--- src/rtl/wisc_pkg.sv ---
// Shared definitions for the WISC pipeline control: opcodes, control-bundle bit
// positions, control FSM states and source-register usage flags.
package wisc_pkg;

   localparam logic [3:0] OP_ADD    = 4'h0;
   localparam logic [3:0] OP_SUB    = 4'h1;
   localparam logic [3:0] OP_XOR    = 4'h2;
   localparam logic [3:0] OP_RED    = 4'h3;
   localparam logic [3:0] OP_SLL    = 4'h4;
   localparam logic [3:0] OP_SRA    = 4'h5;
   localparam logic [3:0] OP_ROR    = 4'h6;
   localparam logic [3:0] OP_PADDSB = 4'h7;
   localparam logic [3:0] OP_LW     = 4'h8;
   localparam logic [3:0] OP_SW     = 4'h9;
   localparam logic [3:0] OP_LLB    = 4'hA;
   localparam logic [3:0] OP_LHB    = 4'hB;
   localparam logic [3:0] OP_B      = 4'hC;
   localparam logic [3:0] OP_BR     = 4'hD;
   localparam logic [3:0] OP_PCS    = 4'hE;
   localparam logic [3:0] OP_HLT    = 4'hF;

   localparam int CTRL_W        = 12;
   localparam int CTRL_HALT     = 11;
   localparam int CTRL_REGDST   = 10;
   localparam int CTRL_ALUSRC   = 9;
   localparam int CTRL_MEMREAD  = 8;
   localparam int CTRL_MEMWRITE = 7;
   localparam int CTRL_MEMTOREG = 6;
   localparam int CTRL_REGWRITE = 5;
   localparam int CTRL_LOWER    = 4;
   localparam int CTRL_HIGHER   = 3;
   localparam int CTRL_BEN      = 2;
   localparam int CTRL_BR       = 1;
   localparam int CTRL_PCS      = 0;

   typedef logic [CTRL_W-1:0] ctrl_t;

   typedef enum logic [1:0] {
      ST_RUN    = 2'd0,
      ST_DRAIN  = 2'd1,
      ST_HALTED = 2'd2
   } state_t;

   // Which instruction fields name a register that is read in EX.
   typedef struct packed {
      logic rs;
      logic rt;
      logic rd;
   } src_use_t;

endpackage

--- src/rtl/ctrl_decode.sv ---
// Combinational opcode decoder: produces the 12-bit control bundle and the
// source-register usage flags for the instruction sitting in IF/ID.
module ctrl_decode
   import wisc_pkg::*;
#(
   parameter int OPC_W = 4
) (
   input  logic             i_valid,
   input  logic [OPC_W-1:0] i_opc,
   output ctrl_t            o_ctrl,
   output src_use_t         o_src
);

   always_comb begin
      // NOTE: every output gets a default first so no path through the case can infer a latch.
      o_ctrl = '0;
      o_src  = '0;
      if (i_valid) begin
         case (i_opc)
            OP_ADD, OP_SUB, OP_XOR, OP_RED, OP_PADDSB: begin
               o_ctrl[CTRL_REGDST]   = 1'b1;
               o_ctrl[CTRL_REGWRITE] = 1'b1;
               o_src.rs              = 1'b1;
               o_src.rt              = 1'b1;
            end
            OP_SLL, OP_SRA, OP_ROR: begin
               o_ctrl[CTRL_REGDST]   = 1'b1;
               o_ctrl[CTRL_ALUSRC]   = 1'b1;
               o_ctrl[CTRL_REGWRITE] = 1'b1;
               o_src.rs              = 1'b1;
            end
            OP_LW: begin
               o_ctrl[CTRL_ALUSRC]   = 1'b1;
               o_ctrl[CTRL_MEMREAD]  = 1'b1;
               o_ctrl[CTRL_MEMTOREG] = 1'b1;
               o_ctrl[CTRL_REGWRITE] = 1'b1;
               o_src.rs              = 1'b1;
            end
            OP_SW: begin
               // The store data register travels in the rd field.
               o_ctrl[CTRL_ALUSRC]   = 1'b1;
               o_ctrl[CTRL_MEMWRITE] = 1'b1;
               o_src.rs              = 1'b1;
               o_src.rd              = 1'b1;
            end
            OP_LLB, OP_LHB: begin
               o_ctrl[CTRL_REGDST]   = 1'b1;
               o_ctrl[CTRL_ALUSRC]   = 1'b1;
               o_ctrl[CTRL_REGWRITE] = 1'b1;
               o_ctrl[CTRL_LOWER]    = (i_opc == OP_LLB);
               o_ctrl[CTRL_HIGHER]   = (i_opc == OP_LHB);
               o_src.rd              = 1'b1;
            end
            OP_B: begin
               o_ctrl[CTRL_BEN] = 1'b1;
            end
            OP_BR: begin
               o_ctrl[CTRL_BEN] = 1'b1;
               o_ctrl[CTRL_BR]  = 1'b1;
               o_src.rs         = 1'b1;
            end
            OP_PCS: begin
               o_ctrl[CTRL_REGWRITE] = 1'b1;
               o_ctrl[CTRL_PCS]      = 1'b1;
            end
            OP_HLT: begin
               o_ctrl[CTRL_HALT] = 1'b1;
            end
            default: begin
               o_ctrl = '0;
            end
         endcase
      end
   end

endmodule

--- src/rtl/pipe_ctrl_unit.sv ---
// WISC pipeline control: owns the ID/EX control register, steers PC and IF/ID
// for load-use stalls, taken branches and memory freezes, and drains on HLT.
module pipe_ctrl_unit
   import wisc_pkg::*;
#(
   parameter int OPC_W   = 4,
   parameter int REG_AW  = 4,
   parameter int INSTR_W = 16,
   parameter int DRAIN   = 3
) (
   input  logic                clk,
   input  logic                rst,
   input  logic                id_valid,
   input  logic [INSTR_W-1:0]  id_instr,
   input  logic                br_taken,
   input  logic                mem_busy,
   output logic [CTRL_W-1:0]   ex_ctrl,
   output logic [REG_AW-1:0]   ex_rd,
   output logic                pc_we,
   output logic                ifid_we,
   output logic                ifid_flush,
   output logic                halted
);

   localparam int         RD_MSB     = INSTR_W - OPC_W - 1;
   localparam int         RS_MSB     = RD_MSB - REG_AW;
   localparam int         RT_MSB     = RS_MSB - REG_AW;
   localparam logic [3:0] DRAIN_INIT = 4'(DRAIN);

   logic [OPC_W-1:0]  w_opc;
   logic [REG_AW-1:0] w_rd, w_rs, w_rt, w_dec_rd;
   ctrl_t             w_dec_ctrl;
   src_use_t          w_src;
   logic              w_load_use, w_br;

   state_t            r_state, w_state_nx;
   logic [3:0]        r_cnt, w_cnt_nx;
   ctrl_t             r_ex_ctrl, w_ex_ctrl_nx;
   logic [REG_AW-1:0] r_ex_rd, w_ex_rd_nx;

   assign w_opc    = id_instr[INSTR_W-1 -: OPC_W];
   assign w_rd     = id_instr[RD_MSB -: REG_AW];
   assign w_rs     = id_instr[RS_MSB -: REG_AW];
   assign w_rt     = id_instr[RT_MSB -: REG_AW];
   assign w_dec_rd = id_valid ? w_rd : '0;

   ctrl_decode #(.OPC_W(OPC_W)) u_decode (
      .i_valid (id_valid),
      .i_opc   (w_opc),
      .o_ctrl  (w_dec_ctrl),
      .o_src   (w_src)
   );

   // Register 0 is hardwired zero, so a load into it can never create a hazard.
   assign w_load_use = r_ex_ctrl[CTRL_MEMREAD] && (r_ex_rd != '0) &&
                       ((w_src.rs && (w_rs == r_ex_rd)) ||
                        (w_src.rt && (w_rt == r_ex_rd)) ||
                        (w_src.rd && (w_rd == r_ex_rd)));

   assign w_br = br_taken && r_ex_ctrl[CTRL_BEN];

   always_comb begin
      w_state_nx   = r_state;
      w_cnt_nx     = r_cnt;
      w_ex_ctrl_nx = r_ex_ctrl;
      w_ex_rd_nx   = r_ex_rd;
      pc_we        = 1'b0;
      ifid_we      = 1'b0;
      ifid_flush   = 1'b0;
      case (r_state)
         ST_RUN: begin
            if (!mem_busy) begin
               if (w_br) begin
                  pc_we        = 1'b1;
                  ifid_we      = 1'b1;
                  ifid_flush   = 1'b1;
                  w_ex_ctrl_nx = '0;
                  w_ex_rd_nx   = '0;
               end else if (w_load_use) begin
                  w_ex_ctrl_nx = '0;
                  w_ex_rd_nx   = '0;
               end else begin
                  w_ex_ctrl_nx = w_dec_ctrl;
                  w_ex_rd_nx   = w_dec_rd;
                  if (w_dec_ctrl[CTRL_HALT]) begin
                     w_state_nx = ST_DRAIN;
                     w_cnt_nx   = DRAIN_INIT;
                  end else begin
                     pc_we   = 1'b1;
                     ifid_we = 1'b1;
                  end
               end
            end
         end
         ST_DRAIN: begin
            if (!mem_busy) begin
               w_ex_ctrl_nx = '0;
               w_ex_rd_nx   = '0;
               if (r_cnt <= 4'd1) begin
                  w_state_nx = ST_HALTED;
                  w_cnt_nx   = '0;
               end else begin
                  w_cnt_nx = r_cnt - 4'd1;
               end
            end
         end
         ST_HALTED: begin
            w_ex_ctrl_nx = '0;
            w_ex_rd_nx   = '0;
         end
         default: begin
            w_state_nx = ST_RUN;
         end
      endcase
      // Reset overrides steering so IF/ID is flushed while the pipe restarts.
      if (rst) begin
         pc_we      = 1'b0;
         ifid_we    = 1'b0;
         ifid_flush = 1'b1;
      end
   end

   always_ff @(posedge clk) begin
      // NOTE: state registers use non-blocking assignments so every flop samples pre-edge values.
      if (rst) begin
         r_state   <= ST_RUN;
         r_cnt     <= '0;
         r_ex_ctrl <= '0;
         r_ex_rd   <= '0;
      end else begin
         r_state   <= w_state_nx;
         r_cnt     <= w_cnt_nx;
         r_ex_ctrl <= w_ex_ctrl_nx;
         r_ex_rd   <= w_ex_rd_nx;
      end
   end

   assign ex_ctrl = r_ex_ctrl;
   assign ex_rd   = r_ex_rd;
   assign halted  = (r_state == ST_HALTED);

endmodule

--- config.mk ---
export PLATFORM = sky130hd
export DESIGN_NAME = pipe_ctrl_unit
export DESIGN_NICKNAME = d
export VERILOG_FILES = /design/src/rtl/wisc_pkg.sv /design/src/rtl/ctrl_decode.sv /design/src/rtl/pipe_ctrl_unit.sv
export SDC_FILE = /design/constraint.sdc
export NUM_CORES = 1
export LEC_CHECK = 0
export CORE_MARGIN = 2
export CORE_UTILIZATION = 45
export DETAILED_ROUTE_END_ITERATION = 10
export PLACE_DENSITY = 0.83
export SETUP_SLACK_MARGIN = 0.02
export SLEW_MARGIN = 20
export SYNTH_ARGS = -nofsm -noshare
export SYNTH_HDL_FRONTEND = slang
export SYNTH_SLANG_ARGS = --single-unit
--- constraint.sdc ---
create_clock -name clk -period 5.4 [get_ports clk]
set_input_delay 1.08 -clock clk [delete_from_list [all_inputs] [get_ports clk]]
set_output_delay 1.08 -clock clk [all_outputs]
set_load 0.005 [all_outputs]
==> results of run 1 <==
cell families (layout without fill, tap and decap cells):
family,Yosys count,count (layout),share of synthesized area [%]
XOR/XNOR,12,12,8.24
adder cells (fa/ha/maj),7,7,6.67
multiplexers,1,1,0.784
flip-flops,21,21,32.9
buffers and inverters,21,52,7.94
AO/OA/AOI/OAI,39,39,23.4
AND/OR/NAND/NOR,45,45,20.0
worst paths after layout:
path / cells after the start / endpoint / start
worst min-delay path: 2 / ex_ctrl[11] / ex_ctrl[11]
worst max register to register: 5 / ex_ctrl[3] / r_state[1]
worst max-delay path: 7 / ifid_we / id_instr[14]
worst min register to register: 2 / ex_ctrl[11] / ex_ctrl[11]
final cells by class:
cell class	count	area, sq um
Clock buffer	4	26.3
Fill cell	236	1050
Inverter	8	30.0
Multi-Input combinational cell	104	763
Sequential cell	21	420
Tap cell	31	38.8
Timing Repair Buffer	40	400
flip-flops by register name, indices dropped and copies added, names as in the netlist:
name and flops:
ex_ctrl 11, ex_rd 4, r_cnt 4, r_state 2
synth_stat cells (all sizes together), types with 2 or more instances:
master	count	share of area [%]
a21bo	2	1.6
nand4	2	0.98
or4	2	1.2
nand2b	3	1.5
xnor2	3	2.1
nand3	2	0.78
o31ai	2	1.2
clkbuf	3	0.88
inv	8	2.4
ha	6	5.9
o21ai	11	4.6
nor4	3	1.5
nor2	9	2.6
nor3	4	1.6
nor3b	2	1.2
nor2b	4	2.0
a211oi	2	1.2
nand2	8	2.4
a21oi	4	1.6
a32o	10	7.8
buf	10	4.7
dfxtp	21	33
a22o	4	2.7
xor2	9	6.2
stage by stage:
stage | cell area, sq um | hold slack (ps)
after floorplan | 1280 | 449
after global placement | 1640 | 443
after detailed placement | 1640 | 446
after CTS | 1670 | 473
after global routing | 1680 | 510
final | 1680 | 472
tightest hold or removal path, stage by stage, from the launching register on:
cell and delay [ps]:
dfxtp_1 340, nand2_1 40, o21ai_0 60
routing by layer:
layer / GRT usage (%) / up-vias / share of wire, %
li1: - / 588 / -
met1: 21.9 / 556 / 44
met2: 32.0 / 28 / 51
met3: 2.49 / 2 / 4.8
met4: 1.99 / 0 / 0.29
met5: 0 / - / 0
power by group:
group | switching, mW | internal, mW | total (mW)
Sequential | 0.00364 | 0.158 | 0.162
Combinational | 0.0234 | 0.0326 | 0.0560
Clock | 0.0462 | 0.0287 | 0.0749
==> results.toml, run 1 <==
[run_status]
status = "complete, no violations"

[clock_network]
tritoncts = "yes"
clkSlewWorstSetupHoldPaths_ps = 110
clockBufferDepth = 2
post-cts-setup-buffers = 0
clockRootBuffer = "clkbuf_4"
cts.htree.levels = 1
cts.sinks = 21
numCtsBuffers = 3
cts_hold_buf = 0
clock_latency_ps = 300
ctsResizeCount = 0

[die]
die-area_sq_mm = 0.00328
num_rows = 19
io_pins = 41
core_area_sq_mm = 0.00273
dieHeight_um = 57.3
die_w_um = 57.3
start_util_pct = 46.7

[worst_setup_path]
cp_max_fo = 14
worst_setup_path_start_kind = "input port"
reg2reg_slack_ps = 3400
required_ps = 4320
path_cells = "clkdlybuf4s50_1 -> nand2b_1 -> nor3_1 -> a22o_1 -> o21ai_2 -> o21a_1 -> clkdlybuf4s50_1"
path_buf_inv = 2
max_stage_delay_ps = 580
cp.arrival_ps = 3360
crit_top_cell = "clkdlybuf4s50_1"
endpoint_kind = "output port"
path_class = "input port to output port"
cpLargestDelayFamily = "buffers and inverters"
cp_slowest_cell = "clkdlybuf4s50_1"

[yosys]
synth_edf_count = 0
postSynthAreaPerCell_sq_um = 8.74
yosys_most_used_dff = "dfxtp_1"
synth_nets = 173
ys_ff_latch = 21
netlist_instances = 146
async_reset_ff_share_pct = 0
synth_cell_types = 38
ys_warn_count = 0
synth_area_sq_mm = 0.00128
yosysSeqAreaShare_pct = 32.9

[grt]
grtUsageTotal_pct = 17.3
grt_pass1_vias = 1124
antenna_found_initial = 0
grt_overflow = 0
grt_pass1_wl_um = 4690
grt_max_degree = 16

[timing]
period_needed_ps = 4440
worst_slack_ps = 956
rsz0062_at_grt = "false"
worstMarginPinSlew_ps = 943
finalHoldViolCount = 0
fmax_ghz = 0.225
setup_tns_ps = 0
relSlewSlack_pct = 36.9
finalSetupViolCount = 0
fin_crit_sh_pct = 82.3
finalMaxSlewViolations = 0
skew_ps = 4.99

[drt]
wl_um = 2800
vias = 1174
postRouteAntennaNets = 0
routedWlPerCell_um = 13.5
viasPerCell = 5.64
drc = 0
firstDrtPassIters = 4
drt_iter0_drc = 17

[min_path]
hp-class = "register to register"

[placed_design]
dp.cells = 204
place_worst_setup_slack_ps = 948
portBuffers = 40
post-dp-hpwl_um = 2150
gp_congestion = 0.831

[pwr]
power.density_mw_per_mm2 = 174
leakage_nw = 0.639
power_mw = 0.292
ir_worst_vdd_mv = 0.105

[layout]
most-common-layout-cells = "40 x clkdlybuf4s50_1, 21 x dfxtp_1, 10 x o21ai_0, 10 x a32o_1"
drive_above_1_share_pct = 4.52
instances_no_fill = 208
final_common_cell = "clkdlybuf4s50_1"
syn_to_final_growth_pct = 31.6
final_util_pct = 61.4
diodes = 0
fin_nets = 205

[flow_run]
cap_violations = 0
Power figures use the tool's default switching activity.
==> run 2: changes to the inputs <==
Clock period 5.4 ns to 4.2 ns, I/O delays scaled along.
==> run 2 against run 1 <==
- via count is 1.4% higher
- non-clock buffer count increased by 2
- die area stayed put
- critical path depth did not move
- first-iteration DRC count increased by 71%
- global-route usage increased by 0.56 points
- register-to-register slack got worse by 1100 ps
- cell area up 0.37%
- clock-buffer cell count did not move
- hold slack improved by 4.8 ps
- largest cell class unchanged
- worst setup slack worse by 380 ps
- clock skew rose by 4.4 ps
- highest routed layer unchanged
- critical path type unchanged
==> results.toml, run 2 (same netlist as run 1, synthesis figures left out) <==
[clock_network]
numCtsBuffers = 3
clock_latency_ps = 300
clkSlewWorstSetupHoldPaths_ps = 120
clockBufferDepth = 2
post-cts-setup-buffers = 0
tritoncts = "yes"
cts.htree.levels = 1
clockRootBuffer = "clkbuf_4"
cts.sinks = 21
cts_hold_buf = 0
ctsResizeCount = 0

[layout]
most-common-layout-cells = "40 x clkdlybuf4s50_1, 21 x dfxtp_1, 10 x o21ai_0, 10 x a32o_1"
fin_nets = 207
largest_reg_flops = 11
drive_above_1_share_pct = 5.59
final_common_cell = "clkdlybuf4s50_1"
diodes = 0
syn_to_final_growth_pct = 32.1

[timing]
finalSetupViolCount = 0
finalMaxSlewViolations = 0
fmax_ghz = 0.276
finalHoldViolCount = 0
skew_ps = 9.42
rsz0062_at_grt = "false"
period_needed_ps = 3620
setup_tns_ps = 0
worstMarginPinSlew_ps = 999
fin_crit_sh_pct = 86.3
relSlewSlack_pct = 33.1
whs_ps = 476

[flow_run]
cap_violations = 0

[drt]
viasPerCell = 5.67
vias = 1190
drt_iter0_drc = 29
drc = 0
wl_um = 3020
firstDrtPassIters = 4
postRouteAntennaNets = 0
routedWlPerCell_um = 14.4

[worst_setup_path]
endpoint_kind = "output port"
cp.arrival_ps = 2780
worst_setup_path_start_kind = "input port"
path_class = "input port to output port"
path_cells = "clkdlybuf4s50_1 -> nand2b_1 -> nor3_1 -> a22o_1 -> o21ai_2 -> o21a_1 -> clkdlybuf4s50_1"
cp_slowest_cell = "clkdlybuf4s50_1"
max_stage_delay_ps = 590
required_ps = 3360
cp_max_fo = 8
crit_top_cell = "clkdlybuf4s50_1"

[grt]
grt_overflow = 0
grtUsageTotal_pct = 17.9
antenna_found_initial = 0
grt_pass1_vias = 1066
grt_max_degree = 16
grt_pass1_wl_um = 4770

[placed_design]
portBuffers = 40
gp_congestion = 0.888
post-dp-hpwl_um = 2340

[pwr]
leakage_nw = 0.644
ir_worst_vdd_mv = 0.188
power.density_mw_per_mm2 = 225

[die]
start_util_pct = 46.7
io_pins = 41
die-area_sq_mm = 0.00328
num_rows = 19
dieHeight_um = 57.3
core_area_sq_mm = 0.00273
die_w_um = 57.3

[run_status]
status = "complete, no violations"

[min_path]
hp-class = "register to register"
-- run 2: cell count changes in the layout (fill, tap and decap cells not counted) --
cell / change
buf_4: +2
nor4b_2: +1
nor4b_4: -1
-- run 2: routing by layer --
metal,track usage [%],vias to the layer above,routed length [um]
li1,-,592,-
met1,22.4,565,1300
met2,33.7,31,1580
met3,2.04,2,129
met4,1.99,0,10
met5,0,-,0
-- run 2: worst paths after layout --
kind                               endpoint  cells after the start  slack, ps    startpoint
worst max-delay path                ifid_we                      7        580  id_instr[14]
worst min-delay path            ex_ctrl[11]                      2        480   ex_ctrl[11]
worst max register to register     r_cnt[3]                      6       2270    r_state[1]
worst min register to register  ex_ctrl[11]                      2        480   ex_ctrl[11]
-- run 2: critical path: cells and delay by family --
family,cells,cell delay (ps)
AND/OR/NAND/NOR,2,340
buffers and inverters,2,1090
AO/OA/AOI/OAI,3,520
-- run 2: layout make-up --
type                    count  area, sq um
clock buffers               4         26.3
fillers                   231         1050
inverters                   8         30.0
multi-input cells         104          754
flip-flops and latches     21          420
well taps                  31         38.8
repair buffers             42          415
-- run 2: where the power goes --
| group | leakage, nW | switching, mW | internal, mW |
|---|---|---|---|
| registers | 0.170 | 0.00458 | 0.203 |
| logic | 0.459 | 0.0314 | 0.0419 |
| clock network | 0.0150 | 0.0614 | 0.0370 |
-- run 2: through the flow --
step	instances	instance area (sq um)	util [%]	power, mW	setup slack, ps
3_5_place_dp	206	1660	60.7	0.285	585
4_1_cts	210	1690	61.6	0.383	584
5_1_grt	210	1690	61.6	0.396	415
6_report	210	1690	61.6	0.379	576
2_1_floorplan	146	1280	-	0.249	1320
3_3_place_gp	206	1660	60.7	0.283	656
